File: src/rtl/uart_alu_if_pkg.sv
// Shared definitions for the UART-to-ALU frame bridge:
// FSM state encoding and ALU opcode constants.
package uart_alu_if_pkg;

   localparam logic [2:0] ST_IDLE    = 3'd0;
   localparam logic [2:0] ST_GET_B   = 3'd1;
   localparam logic [2:0] ST_GET_OP  = 3'd2;
   localparam logic [2:0] ST_LATCH   = 3'd3;
   localparam logic [2:0] ST_SEND    = 3'd4;
   localparam logic [2:0] ST_WAIT_TX = 3'd5;

   typedef enum logic [2:0] {
      IDLE    = ST_IDLE,
      GET_B   = ST_GET_B,
      GET_OP  = ST_GET_OP,
      LATCH   = ST_LATCH,
      SEND    = ST_SEND,
      WAIT_TX = ST_WAIT_TX
   } state_t;

   localparam logic [5:0] OP_ADD = 6'b100000;
   localparam logic [5:0] OP_SUB = 6'b100010;
   localparam logic [5:0] OP_AND = 6'b100100;
   localparam logic [5:0] OP_OR  = 6'b100101;
   localparam logic [5:0] OP_XOR = 6'b100110;
   localparam logic [5:0] OP_SRA = 6'b000011;
   localparam logic [5:0] OP_SRL = 6'b000010;
   localparam logic [5:0] OP_NOR = 6'b100111;

endpackage

File: src/rtl/uart_alu_if_frame_timer.sv
// Idle-clock counter for partial frames; expire is high on the
// cycle the count reaches CYCLES-1 while enabled.
module frame_timer #(
   parameter int unsigned CYCLES = 10_000_000
) (
   input  logic clk,
   input  logic rst,
   input  logic clear,
   input  logic enable,
   output logic expire
);

   localparam int W = (CYCLES > 1) ? $clog2(CYCLES) : 1;
   localparam logic [W-1:0] LAST = W'(CYCLES - 1);

   logic [W-1:0] cnt;

   assign expire = enable && (cnt == LAST);

   always_ff @(posedge clk or posedge rst) begin
      if (rst)
         cnt <= '0;
      else if (clear)
         cnt <= '0;
      else if (enable && !expire)
         cnt <= cnt + 1'b1;
   end

endmodule

File: src/rtl/uart_alu_if.sv
// Collects A, B, opcode bytes from a UART, presents them to an ALU and
// sends the result back. Define UART_ALU_IF_TIMEOUT_EN to drop stale frames.
module uart_alu_if
   import uart_alu_if_pkg::*;
#(
   parameter int          NB_DATA        = 8,
   parameter int          NB_OP          = 6,
   parameter int unsigned TIMEOUT_CYCLES = 10_000_000
) (
   input  logic               i_clk,
   input  logic               i_reset,
   input  logic [NB_DATA-1:0] i_rx_data,
   input  logic               i_rx_done,
   output logic [NB_DATA-1:0] o_data_a,
   output logic [NB_DATA-1:0] o_data_b,
   output logic [NB_OP-1:0]   o_op,
   input  logic [NB_DATA-1:0] i_alu_result,
   output logic [NB_DATA-1:0] o_tx_data,
   output logic               o_tx_start,
   input  logic               i_tx_done,
   output logic               o_busy,
   output logic               o_frame_err
);

   state_t state, state_nx;
   logic   expire;

`ifdef UART_ALU_IF_TIMEOUT_EN
   frame_timer #(
      .CYCLES (TIMEOUT_CYCLES)
   ) u_timer (
      .clk    (i_clk),
      .rst    (i_reset),
      .clear  (i_rx_done || (state == IDLE)),
      .enable ((state == GET_B) || (state == GET_OP)),
      .expire (expire)
   );

   // A byte arriving on the expiry cycle keeps the frame alive
   always_ff @(posedge i_clk or posedge i_reset) begin
      if (i_reset)
         o_frame_err <= 1'b0;
      else
         o_frame_err <= expire && !i_rx_done;
   end
`else
   assign expire      = 1'b0;
   assign o_frame_err = 1'b0;
`endif

   always_comb begin
      state_nx = state;
      unique case (state)
         IDLE:    if (i_rx_done) state_nx = GET_B;
         GET_B:   if (i_rx_done) state_nx = GET_OP;
                  else if (expire) state_nx = IDLE;
         GET_OP:  if (i_rx_done) state_nx = LATCH;
                  else if (expire) state_nx = IDLE;
         LATCH:   state_nx = SEND;
         SEND:    state_nx = WAIT_TX;
         WAIT_TX: if (i_tx_done) state_nx = IDLE;
         default: state_nx = IDLE;
      endcase
   end

   always_ff @(posedge i_clk or posedge i_reset) begin
      if (i_reset)
         state <= IDLE;
      else
         state <= state_nx;
   end

   always_ff @(posedge i_clk or posedge i_reset) begin
      if (i_reset) begin
         o_data_a   <= '0;
         o_data_b   <= '0;
         o_op       <= '0;
         o_tx_data  <= '0;
         o_tx_start <= 1'b0;
      end else begin
         o_tx_start <= 1'b0;
         if (state == IDLE && i_rx_done)
            o_data_a <= i_rx_data;
         if (state == GET_B && i_rx_done)
            o_data_b <= i_rx_data;
         if (state == GET_OP && i_rx_done)
            o_op <= i_rx_data[NB_OP-1:0];
         // Result has had the whole LATCH cycle to settle
         if (state == SEND) begin
            o_tx_data  <= i_alu_result;
            o_tx_start <= 1'b1;
         end
      end
   end

   assign o_busy = (state != IDLE);

endmodule

File: config.mk
export PLATFORM = sky130hd
export DESIGN_NAME = uart_alu_if
export DESIGN_NICKNAME = d
export VERILOG_FILES = /design/src/rtl/uart_alu_if_pkg.sv /design/src/rtl/uart_alu_if_frame_timer.sv /design/src/rtl/uart_alu_if.sv
export SDC_FILE = /design/constraint.sdc
export NUM_CORES = 1
export LEC_CHECK = 0
export BUFFER_PORTS_ARGS = -buffer_cell sky130_fd_sc_hd__buf_4
export CORE_ASPECT_RATIO = 1.75
export CORE_MARGIN = 5
export CORE_UTILIZATION = 41
export DETAILED_ROUTE_END_ITERATION = 7
export PLACE_DENSITY = 0.66
export SYNTH_ARGS = -nofsm -noshare
export SYNTH_HDL_FRONTEND = slang
export SYNTH_SLANG_ARGS = --single-unit
File: constraint.sdc
create_clock -name i_clk -period 2.59 [get_ports i_clk]
set_clock_uncertainty 0.2 [all_clocks]
set_input_delay 0.259 -clock i_clk [delete_from_list [all_inputs] [get_ports i_clk]]
set_output_delay 0.259 -clock i_clk [all_outputs]
set_load 0.1 [all_outputs]
==> results.cfg <==
[synth]
yosysSeqAreaShare_pct = 62.2
synth_compound_area_share_pct = 2.01
yosys.area_share.simple_pct = 7.40
synth_cell_types = 20
netlist_instances = 87
syn_nets = 107
synth_area_sq_mm = 0.00137
synth_seq_cells = 34
synth.area.mux_share_pct = 24.7
synth_xor_area_share_pct = 0
yosysWarningCount = 0
synth_area_per_cell_sq_um = 15.7
synth_top_family_by_area = multiplexers
synth-adder-area-share_pct = 0

[cells_and_area]
nets = 167
layout-drive-gt1-share_pct = 64.9
mostFrequentLayoutCell = buf_4
antennaDiodeCount = 0
final_cell_mix = buf_4 (54), dfrtp_1 (34), mux2_2 (30)
syn_to_final_growth_pct = 43.0

[critical_path]
cp.required_ns = 2.13
cp_max_fo = 11
rr_endpoint = o_data_a[6]
cpPeakStageDelay_ns = 0.49
startpoint_type = flip-flop
timing.rr.start = state[1]
crit_arrival_ns = 1.41
slowest_stage = dfrtp_1
worst-setup-path-type = flip-flop to primary output
cp_top_family = flip-flops
worst-path-buf-inv = 1
worst-r2r-setup-slack_ns = 0.76
reg2reg_depth = 2
end_kind = primary output
crit_chain = or3_1 -> buf_4
cp.depth = 2

[worst_hold_path]
min_to = o_tx_data[5]
worstHoldStart = i_alu_result[5]
hold_path.class = input pin to flip-flop
worstHoldPathCells = 2

[placed_design]
routabilityCongestion = 0.684
io_buffers = 51

[clock_network]
cts_root_buffer = clkbuf_8
cts_buffer_depth = 2
ctsHtreeMaxLevel = 2
cts_tree = done
clock_sinks = 34
path_clk_slew_ns = 0.06
insertion_delay_ns = 0.27
ctsResizeCount = 0
cts_buffers = 5

[grt]
grt_max_degree = 35
grt-ovfl-total = 0
grt_pass1_vias = 1040
antenna_found_initial = 0
grt_pass1_wl_um = 4880
grtUsageTotal_pct = 14.7

[die]
die_h_um = 86.4
dieArea_sq_mm = 0.00464
coreArea_sq_mm = 0.00318
row_count = 27
die_width_um = 53.7
floorplan.initialDensity_pct = 43.1
pin_count = 53

[run_status]
status = finished clean

[route]
via_count = 909
drc = 0
dr.pass1.iters = 3
routed_wl_um = 2900
wl_per_cell_um = 15.2
drtAntennaViolNets = 0
initialDrtViolationCount = 2
avgViaCountPerCell = 4.76

[timing]
max_freq_mhz = 535
tns_ns = 0
setup_viol = 0
worst_pin_slew_ns = 0.590
final_max_slew_viol_count = 0
slew_headroom_pct = 60.5
hold_viol_final = 0
rsz0062_at_grt = false
period_share_pct = 72.2
period_needed_ns = 1.87

[run]
maxCapViolCount = 0
layout make-up:
cell class,instances,area [sq um]
Inverter,1,3.75
Fill cell,283,1220
Multi-Input combinational cell,45,477
Clock buffer,7,76.3
Sequential cell,34,851
Clock inverter,1,30.0
Tap cell,43,53.8
Timing Repair Buffer,60,465
repair_timing:
action,CTS,global route
hold buffers,6,0
endpoints found under the setup margin,0,0
buffers inserted,0,0
hold endpoints to repair,39,0
worst max-delay path by stage:
stage / startpoint / end / slack [ns]
floorplan: state[1] / o_busy / 0.88
finish: state[1] / o_busy / 0.72
global route: state[1] / o_busy / 0.64
detailed placement: state[1] / o_data_a[6] / 0.74
CTS: state[1] / o_busy / 0.70
global placement: state[1] / o_data_a[5] / 0.84
routing by layer:
layer	GRT usage [%]	vias up	wire, um
met5	0	-	0
met4	8.37	0	64
met3	7.57	5	325
met2	22.8	41	1490
met1	15.4	443	1030
li1	-	420	-
logic make-up after synthesis:
group | Yosys count
AO/OA/AOI/OAI | 4
buffers and inverters | 8
flip-flops | 34
multiplexers | 30
other | 1
AND/OR/NAND/NOR | 10
state kept, by name, summed over array words and instances, names as in the netlist:
signal	count
o_data_a	8
o_op	6
o_tx_data	8
state	3
o_tx_start	1
o_data_b	8
metrics by stage:
| stage | setup WS [ns] | cell area, sq um | utilization, % | std cells | hold slack (ns) |
|---|---|---|---|---|---|
| 2_1_floorplan | 0.877 | 1370 | - | 87 | 0.201 |
| 4_1_cts | 0.701 | 1960 | 61.6 | 191 | 0.00158 |
| 3_5_place_dp | 0.744 | 1790 | 56.4 | 177 | 0.186 |
| 5_1_grt | 0.643 | 1960 | 61.6 | 191 | 0.00165 |
| 3_3_place_gp | 0.835 | 1790 | 56.4 | 177 | 0.176 |
| 6_report | 0.721 | 1960 | 61.6 | 191 | 0.0129 |
Yosys cell counts, drive strengths merged:
master,instances,share of area [%]
nor4b,1,1.7
o21ai,1,0.37
conb,1,0.27
nand3b,2,1.1
nor3b,1,0.55
or3b,1,0.64
a21bo,1,0.73
or3,1,0.46
and4bb,1,0.91
a21oi,1,0.37
or4b,1,0.73
buf,7,3.2
mux2,30,25
dfrtp,34,62
inv,1,0.27
or2b,1,0.55
o211ai,1,0.55
nor4bb,1,0.73
Power is left out: the tool's default activity adds up to more than one toggle a clock period on the data nets, which glitch-free logic cannot reach.
